==> src/rtl/ifsram_r.sv <==
// ifmap SRAM reader: issues 3x3 sliding-window reads (kernel column, row, column window)
// and streams the returned words through a 4-entry valid/ready output FIFO.
module ifsram_r #(
   parameter int TBITS     = 64,
   parameter int ROW_WORDS = 64,
   parameter int KSIZE     = 3,
   parameter int ADDR_BITS = 11
) (
   input  logic                 clk,
   input  logic                 reset,
   input  logic                 start_if_read,
   output logic                 if_read_busy,
   output logic                 if_read_done,
   output logic                 cen_ifsram,
   output logic                 wen_ifsram,
   output logic [ADDR_BITS-1:0] addr_ifsram,
   input  logic [TBITS-1:0]     q_ifsram,
   output logic [TBITS-1:0]     ifmap_data,
   output logic                 ifmap_valid,
   input  logic                 ifmap_ready,
   output logic                 ifmap_last,
   output logic [5:0]           ifmap_col
);

   localparam int NCOL  = ROW_WORDS - KSIZE + 1;
   localparam int KW    = (KSIZE > 1) ? $clog2(KSIZE) : 1;
   localparam int CW    = 6;
   localparam int DEPTH = 4;
   localparam logic [KW-1:0] K_LAST = KW'(KSIZE - 1);
   localparam logic [CW-1:0] C_LAST = CW'(NCOL - 1);

   typedef enum logic [1:0] {S_IDLE, S_RUN, S_DRAIN, S_DONE} state_t;

   state_t                 r_state;
   logic                   r_busy, r_done, r_cen;
   logic [ADDR_BITS-1:0]   r_addr;
   logic [KW-1:0]          r_kc, r_r;
   logic [CW-1:0]          r_c;
   logic                   r_inflight;
   logic                   r_iss_last, r_inf_last;
   logic [CW-1:0]          r_iss_col, r_inf_col;

   logic [TBITS-1:0]       r_mem_data [DEPTH];
   logic                   r_mem_last [DEPTH];
   logic [CW-1:0]          r_mem_col  [DEPTH];
   logic [1:0]             r_wr_ptr, r_rd_ptr;
   logic [2:0]             r_count;

   logic                   w_issue_now, w_push, w_pop, w_first, w_issue_nxt, w_final;
   logic [2:0]             w_count_nxt, w_occ_nxt;
   logic [KW-1:0]          w_kc, w_r;
   logic [CW-1:0]          w_c;
   logic [ADDR_BITS-1:0]   w_addr;

   // cen/addr are registered, so the issue decision for the next cycle looks at next-cycle occupancy.
   assign w_issue_now = ~r_cen;
   assign w_push      = r_inflight;
   assign w_pop       = ifmap_valid & ifmap_ready;
   assign w_count_nxt = r_count + {2'b00, w_push} - {2'b00, w_pop};
   assign w_occ_nxt   = w_count_nxt + {2'b00, w_issue_now};
   assign w_first     = (r_state == S_IDLE) & start_if_read;
   assign w_issue_nxt = ((r_state == S_RUN) | w_first) & (w_occ_nxt <= 3'd2);

   assign w_kc    = w_first ? '0 : r_kc;
   assign w_r     = w_first ? '0 : r_r;
   assign w_c     = w_first ? '0 : r_c;
   assign w_final = (w_c == C_LAST) & (w_r == K_LAST) & (w_kc == K_LAST);
   assign w_addr  = ADDR_BITS'(ROW_WORDS) * ADDR_BITS'(w_r) + ADDR_BITS'(w_c) + ADDR_BITS'(w_kc);

   always_ff @(posedge clk or posedge reset) begin
      if (reset) begin
         r_state    <= S_IDLE;
         r_busy     <= 1'b0;
         r_done     <= 1'b0;
         r_cen      <= 1'b1;
         r_addr     <= '0;
         r_kc       <= '0;
         r_r        <= '0;
         r_c        <= '0;
         r_inflight <= 1'b0;
         r_iss_last <= 1'b0;
         r_iss_col  <= '0;
         r_inf_last <= 1'b0;
         r_inf_col  <= '0;
      end else begin
         r_inflight <= w_issue_now;
         r_inf_last <= r_iss_last;
         r_inf_col  <= r_iss_col;
         r_cen      <= ~w_issue_nxt;
         r_done     <= 1'b0;

         case (r_state)
            S_IDLE: if (start_if_read) begin
               r_state <= (w_issue_nxt & w_final) ? S_DRAIN : S_RUN;
               r_busy  <= 1'b1;
               r_kc    <= '0;
               r_r     <= '0;
               r_c     <= '0;
            end
            S_RUN: if (w_issue_nxt & w_final) r_state <= S_DRAIN;
            S_DRAIN: if ((w_count_nxt == 3'd0) & ~w_issue_now) begin
               r_state <= S_DONE;
               r_busy  <= 1'b0;
               r_done  <= 1'b1;
            end
            S_DONE:  r_state <= S_IDLE;
            default: r_state <= S_IDLE;
         endcase

         // Counters advance only on issue; this overrides the clear on the start cycle.
         if (w_issue_nxt) begin
            r_addr     <= w_addr;
            r_iss_last <= (w_r == K_LAST) & (w_kc == K_LAST);
            r_iss_col  <= w_c;
            if (w_kc == K_LAST) begin
               r_kc <= '0;
               if (w_r == K_LAST) begin
                  r_r <= '0;
                  r_c <= w_c + CW'(1);
               end else begin
                  r_r <= w_r + KW'(1);
               end
            end else begin
               r_kc <= w_kc + KW'(1);
            end
         end
      end
   end

   always_ff @(posedge clk or posedge reset) begin
      if (reset) begin
         r_wr_ptr <= '0;
         r_rd_ptr <= '0;
         r_count  <= '0;
      end else begin
         if (w_push) r_wr_ptr <= r_wr_ptr + 2'd1;
         if (w_pop)  r_rd_ptr <= r_rd_ptr + 2'd1;
         r_count <= w_count_nxt;
      end
   end

   // FIFO storage needs no reset: every entry is written before the count exposes it.
   always_ff @(posedge clk) begin
      if (w_push) begin
         r_mem_data[r_wr_ptr] <= q_ifsram;
         r_mem_last[r_wr_ptr] <= r_inf_last;
         r_mem_col[r_wr_ptr]  <= r_inf_col;
      end
   end

   assign if_read_busy = r_busy;
   assign if_read_done = r_done;
   assign cen_ifsram   = r_cen;
   assign wen_ifsram   = 1'b1;
   assign addr_ifsram  = r_addr;
   assign ifmap_valid  = (r_count != 3'd0);
   assign ifmap_data   = r_mem_data[r_rd_ptr];
   assign ifmap_last   = ifmap_valid & r_mem_last[r_rd_ptr];
   assign ifmap_col    = ifmap_valid ? r_mem_col[r_rd_ptr] : '0;

endmodule

==> config.mk <==
export PLATFORM = sky130hd
export DESIGN_NAME = ifsram_r
export DESIGN_NICKNAME = d
export VERILOG_FILES = /design/src/rtl/ifsram_r.sv
export SDC_FILE = /design/constraint.sdc
export NUM_CORES = 1
export LEC_CHECK = 0
export BUFFER_PORTS_ARGS = -buffer_cell sky130_fd_sc_hd__buf_2
export CAP_MARGIN = 20
export CORE_MARGIN = 2
export CORE_UTILIZATION = 55
export CTS_CLUSTER_SIZE = 24
export DETAILED_ROUTE_END_ITERATION = 8
export GPL_TIMING_DRIVEN = 0
export PLACE_DENSITY = 0.75
export REMOVE_ABC_BUFFERS = 1
export SYNTH_ARGS = -nofsm -noshare
export SYNTH_HDL_FRONTEND = slang
export SYNTH_SLANG_ARGS = --single-unit
==> constraint.sdc <==
create_clock -name clk -period 4.6 [get_ports clk]
set_clock_uncertainty 0.1 [all_clocks]
set_input_delay 0 -clock clk [delete_from_list [all_inputs] [get_ports clk]]
set_output_delay 0 -clock clk [all_outputs]
set_load 0.05 [all_outputs]
# Word-level counts from Yosys, hierarchy flattened
# Memory sizes are Yosys's and may differ from the RTL's.
# Index checks and enable logic that the tools add are counted.
# Widths: inputs -> output; s select.
[classes] addsub=10 magnitude_cmp=1 eq_ne=9 muxes=30 bitwise_logic=12 reduce_logical=9
[ops] cell="$mux 6" n=7
[ops] cell="$mux 2" n=15
[ops] cell="$add 9x2->10" n=1
[ops] cell="$add 8x6->9" n=1
[ops] cell="$and 1x1->1" n=9
[ops] cell="$add 2x1->2 const B" n=4
[ops] cell="$eq 2x2->1 const B" n=4
[ops] cell="$pmux 2 s4" n=1
[ops] cell="$add 3x1->3" n=2
[ops] cell="$add 6x1->6 const B" n=1
[ops] cell="$eq 6x6->1 const B" n=1
[ops] cell="$mux 1" n=6
[ops] cell="$reduce_and 3->1" n=2
[ops] cell="$reduce_bool 2->1" n=3
[ops] cell="$ne 2x2->1 const B" n=2
[ops] cell="$le 3x2->1 const B" n=1
[ops] cell="$logic_not 3->1" n=1
[ops] cell="$reduce_bool 3->1" n=1
[ops] cell="$sub 3x1->3" n=1
[ops] cell="$eq 2x1->1 const B" n=1
[ops] cell="$logic_not 2->1" n=1
[ops] cell="$ne 2x1->1 const B" n=1
[ops] cell="$not 1->1" n=2
[ops] cell="$pmux 1 s2" n=1
[ops] cell="2 further kinds" n=2
[totals] ff_bits=48 mem_bits_rw=284 input_bits=68 output_inout_bits=87 wordCells=90 memories=3
[memory_table] memory="r_mem_data" words=4 width=64 rd=1 rd_clocked_by_memory_dff=0 wr=1 line_no="43" rtl="logic [TBITS-1:0] r_mem_data [DEPTH];"
[memory_table] memory="r_mem_col" words=4 width=6 rd=1 rd_clocked_by_memory_dff=0 wr=1 line_no="45" rtl="logic [CW-1:0] r_mem_col [DEPTH];"
[memory_table] memory="r_mem_last" words=4 width=1 rd=1 rd_clocked_by_memory_dff=0 wr=1 line_no="44" rtl="logic r_mem_last [DEPTH];"

# Depth between registers and ports, before layout
[depth] ltp_word=10 ltp_mapped=15 mapped_depth_nobuf=14

# Worst setup path before layout
# Ideal clock, no wire load.
[synth_path] path_kind="register to register" startpoint="register r_count[0]" endpoint="register r_c[5]" setup_time_ps=78 arrival_time_ps=3943 required_ps=4422 path_slack_ps=479 stages_incl_launch_ff=16 path_buffers=1 period_less_slack_ps=4121 cell_sequence="dfrtp_1 > or3_2 > clkbuf_1 > and2_1 > ha_1 > inv_1 > ha_1 > inv_1 > fa_1 > inv_1 > ha_1 > nand2_1 > inv_1 > or4_4 > or3_1 > a21oi_1"
[synth_between] elab_chain_cells=7 word_cells_on_any_way=8 cone_classes="add/sub: 3; order compare: 1; mux: 1; bitwise: 2; reduce/logical: 1"
[synth_rtl] element="from (decl)" line_no="47" rtl="logic [2:0] r_count;"
[synth_rtl] element="from (signal assigned)" line_no="138" rtl="r_count <= w_count_nxt;"
[synth_rtl] element="$reduce_bool 3->1" line_no="156" rtl="assign ifmap_valid = (r_count != 3'd0);"
[synth_rtl] element="via ifmap_valid" line_no="19" rtl="output logic ifmap_valid,"
[synth_rtl] element="$and 1x1->1" line_no="58" rtl="assign w_pop = ifmap_valid & ifmap_ready;"
[synth_rtl] element="via w_pop" line_no="49" rtl="logic w_issue_now, w_push, w_pop, w_first, w_issue_nxt, w_final;"
[synth_rtl] element="$sub 3x1->3" line_no="59" rtl="assign w_count_nxt = r_count + {2'b00, w_push} - {2'b00, w_pop};"
[synth_rtl] element="via w_count_nxt[1]" line_no="50" rtl="logic [2:0] w_count_nxt, w_occ_nxt;"
[synth_rtl] element="$add 3x1->3" line_no="60" rtl="assign w_occ_nxt = w_count_nxt + {2'b00, w_issue_now};"
[synth_rtl] element="$le 3x2->1" line_no="62" rtl="assign w_issue_nxt = ((r_state == S_RUN) | w_first) & (w_occ_nxt <= 3'd2);"
[synth_rtl] element="$and 1x1->1" line_no="62"
[synth_rtl] element="$mux 6" line_no="111" rtl="if (w_issue_nxt) begin"
[synth_rtl] element="to (signal assigned)" line_no="119" rtl="r_c <= w_c + CW'(1);"
[synth_rtl] element="to (decl)" line_no="38" rtl="logic [CW-1:0] r_c;"
# The timed path passes the listed nets, and every way through them passes these cells.
# A chain may end at the register's enable or synchronous reset.

# Worst setup path after layout
[layout_path] startpoint="register r_count[1]" endpoint="register r_c[5]"
[layout_between] elab_chain_cells=7 word_cells_on_any_way=8 cone_classes="add/sub: 3; order compare: 1; mux: 1; bitwise: 2; reduce/logical: 1"
[layout_rtl] element="$reduce_bool 3->1" line_no="156"
[layout_rtl] element="$and 1x1->1" line_no="58"
[layout_rtl] element="via w_pop" line_no="49"
[layout_rtl] element="$sub 3x1->3" line_no="59"
[layout_rtl] element="via w_count_nxt[1]" line_no="50"
[layout_rtl] element="$add 3x1->3" line_no="60"
[layout_rtl] element="$le 3x2->1" line_no="62"
[layout_rtl] element="$and 1x1->1" line_no="62"
[layout_rtl] element="$mux 6" line_no="111"
# The timed path passes the listed nets, and every way through them passes these cells.

==> impl_metrics.toml <==
[setup_path]
r2r-end = "r_c[5]"
r2r_start = "r_count[1]"
reg2regPathDepth = 14
r2r_slack_ns = 0.51
crit_arrival_ns = 4.40
crit_required_ns = 4.91
startpoint_type = "flip-flop"
cp-end-kind = "flip-flop"
path_class = "reg -> reg"
crit_path_max_fanout = 9

[cells_and_area]
final_nets = 921
layout_commonest_cell = "edfxtp_1"
drive_gt1_share_pct = 34.27
syn_to_final_growth_pct = 23.97
stdcell_count = 1144
final_cell_mix = "edfxtp_1, buf_2, mux4_2"

[drt]
drt-vias-per-instance = 5.538
drc = 0
wl_met1_um = 9134
dr_wl_met2_um = 12380
wire_per_inst_um = 20.25
top_layer_used = "met4"
wl_um = 23170
wl_met3_um = 1254
detail-route-antenna-nets = 0
drt_pass1_iterations = 5
drt_iter0_markers = 545
vias = 6335

[worst_hold_path]
hold_depth = 2
hold_path_class = "in -> reg"
hold-path-endpoint = "r_mem_data[3][11]"
min-delay-start = "q_ifsram[11]"

[yosys]
ys_seq_area_share_pct = 77.41
synthArstFlopShare_pct = 13.94
synth_area_sq_mm = 0.01251
synth_compound_area_share_pct = 1.741
ys_top_cells_by_area = "edfxtp_1, mux4_2, dfrtp_1"
synth-seq-cells = 330
synth.avg_cell_area_sq_um = 21.02
netlist.area_leader.share_pct = 68.19
synthXorXnorAreaFrac_pct = 1.231
ys.flop_type = "edfxtp_1"
synth_edf_count = 284
synthMuxAreaShare_pct = 13.13
yosysUniqueCellTypes = 44
synthAdderAreaFrac_pct = 1.921
yosys_warnings = 0
synth_top_family_by_area = "multiplexers"
synthCells = 595
synth_top_area_cell = "edfxtp_1"
yosys.area_share.simple_pct = 3.122

[timing]
relSlewSlack_pct = 44.07
worst_pin_slew_ns = 0.8389
finalSetupViolations = 0
fmax_ghz = 0.2446
holdWs_ns = 0.1631
grt_setup_unrepaired = "false"
hold_violations = 0
post-route-period-util_pct = 88.86
fin_tns_setup_ns = 0
maxSlewViolCount = 0
fin_crit_ns = 4.088

[floorplan]
die_y_um = 154.8
start_util_pct = 55.57
core_sq_mm = 0.02250
row_count = 55
die_w_um = 154.8
die-area_sq_mm = 0.02396
io_pins = 155

[clock_network]
numClockSinks = 330
cts_buffer_depth = 3
cts_tree = "built"
clkTransAtPathRegs_ns = 0.06
root_buffer = "clkbuf_16"
htreeDepth = 2
cts_buffers = 34
worst_skew_pair.late_latency_ns = 0.49

[place]
io_buffers = 151
gp_congestion = 0.8226
post-dp-hpwl_um = 13870
post-place-cells = 1016

[global_routing]
grt.total_usage_pct = 19.57
grt_pass1_wl_um = 36210
antenna_found_initial = 1
grt_max_degree = 57
overflow = 0
grt_pass1_vias = 6782

[status]
status = "complete, no violations"

[job]
cap_violations = 0

[power]
leakagePower_nw = 5.717
power.density_mw_per_mm2 = 746.3
peakVddDrop_mv = 0.5795
-- where the power goes --
part	internal (mW)	switching [mW]
clock network	1.59	1.03
logic	1.49	3.14
registers	3.99	0.331
-- layout make-up --
cell class | count | area (sq um)
fill | 1377 | 6999
clock inverter | 11 | 107.6
timing repair buffer | 228 | 1640
sequential | 330 | 9688
inverter | 18 | 67.56
multi-input combinational | 223 | 2665
antenna | 1 | 2.502
clock buffer | 48 | 975.9
tap | 285 | 356.6
-- timing repair --
| action | in CTS | in global routing |
|---|---|---|
| endpoints found under the hold margin | 309 | 0 |
| setup buffers | 0 | 0 |
| gates resized for setup | 0 | 0 |
| hold buffers | 68 | 0 |
-- cells in the mapped netlist, types with 4 or more instances --
| library cell | number |
|---|---|
| edfxtp_1 | 284 |
| mux4_2 | 71 |
| dfrtp_1 | 45 |
| nand2_1 | 36 |
| inv_1 | 18 |
| o21ai_0 | 18 |
| ha_1 | 16 |
| and2_1 | 14 |
| clkbuf_1 | 14 |
| buf_1 | 7 |
| xor2_1 | 7 |
| nor2_1 | 6 |
| xnor2_1 | 6 |
| nand3_1 | 4 |
| o31ai_1 | 4 |
-- worst max-delay path, stage by stage, from the launching register on --
cell	delay, ns
dfrtp_1	0.42
or3_2	0.56
and2_1	0.26
ha_1	0.28
inv_1	0.05
ha_1	0.12
inv_1	0.05
fa_1	0.51
inv_1	0.07
ha_1	0.28
nand2_1	0.11
inv_1	0.12
or4_4	0.57
or3_1	0.37
a21oi_1	0.16
-- sequential cells by signal, summed over array words and instances, names as in the netlist, 2 cells and up --
name / count
r_r: 2
r_mem_data: 256
r_state: 2
r_iss_col: 6
addr_ifsram: 9
r_rd_ptr: 2
r_count: 3
r_mem_last: 4
r_kc: 2
r_wr_ptr: 2
r_inf_col: 6
r_c: 6
r_mem_col: 24
-- per-stage QoR --
step	instance area [sq um]	power, mW	setup slack [ns]	utilization, %
6_report	15500	11.57	0.5123	68.90
5_1_grt	15500	12.10	0.2687	68.90
4_1_cts	15500	11.69	0.4943	68.89
3_3_place_gp	13520	8.835	-0.4969	60.06
2_1_floorplan	12400	7.788	0.5610	-
3_5_place_dp	13740	8.993	0.5114	61.05
-- routing by layer --
metal  vias up  global-route usage [%]
met5         -                       0
met4         0                   6.217
met3        34                   3.699
met2       203                   34.57
met1      3247                   24.80
li1       2851                       -
-- how the worst max path moves through the flow --
stage                startpoint              to  slack, ns  cells after the start
detailed placement   r_count[0]          r_c[5]       0.51                     14
floorplan            r_count[0]  addr_ifsram[8]       0.56                     12
global route         r_count[1]      r_state[1]       0.27                     14
finish               r_count[1]          r_c[5]       0.51                     14
global placement    r_rd_ptr[0]    ifmap_col[3]      -0.50                      3
CTS                  r_count[1]          r_c[5]       0.49                     14
-- cells by family (layout without fill, tap and decap cells) --
family | after synthesis | count (layout)
simple gates | 77 | 77
other cells | 2 | 4
compound gates | 35 | 35
fa+ha+maj | 18 | 18
flops | 330 | 330
buf+inv | 43 | 305
mux | 75 | 75
xor+xnor | 15 | 15
Power figures use the tool's default switching activity.
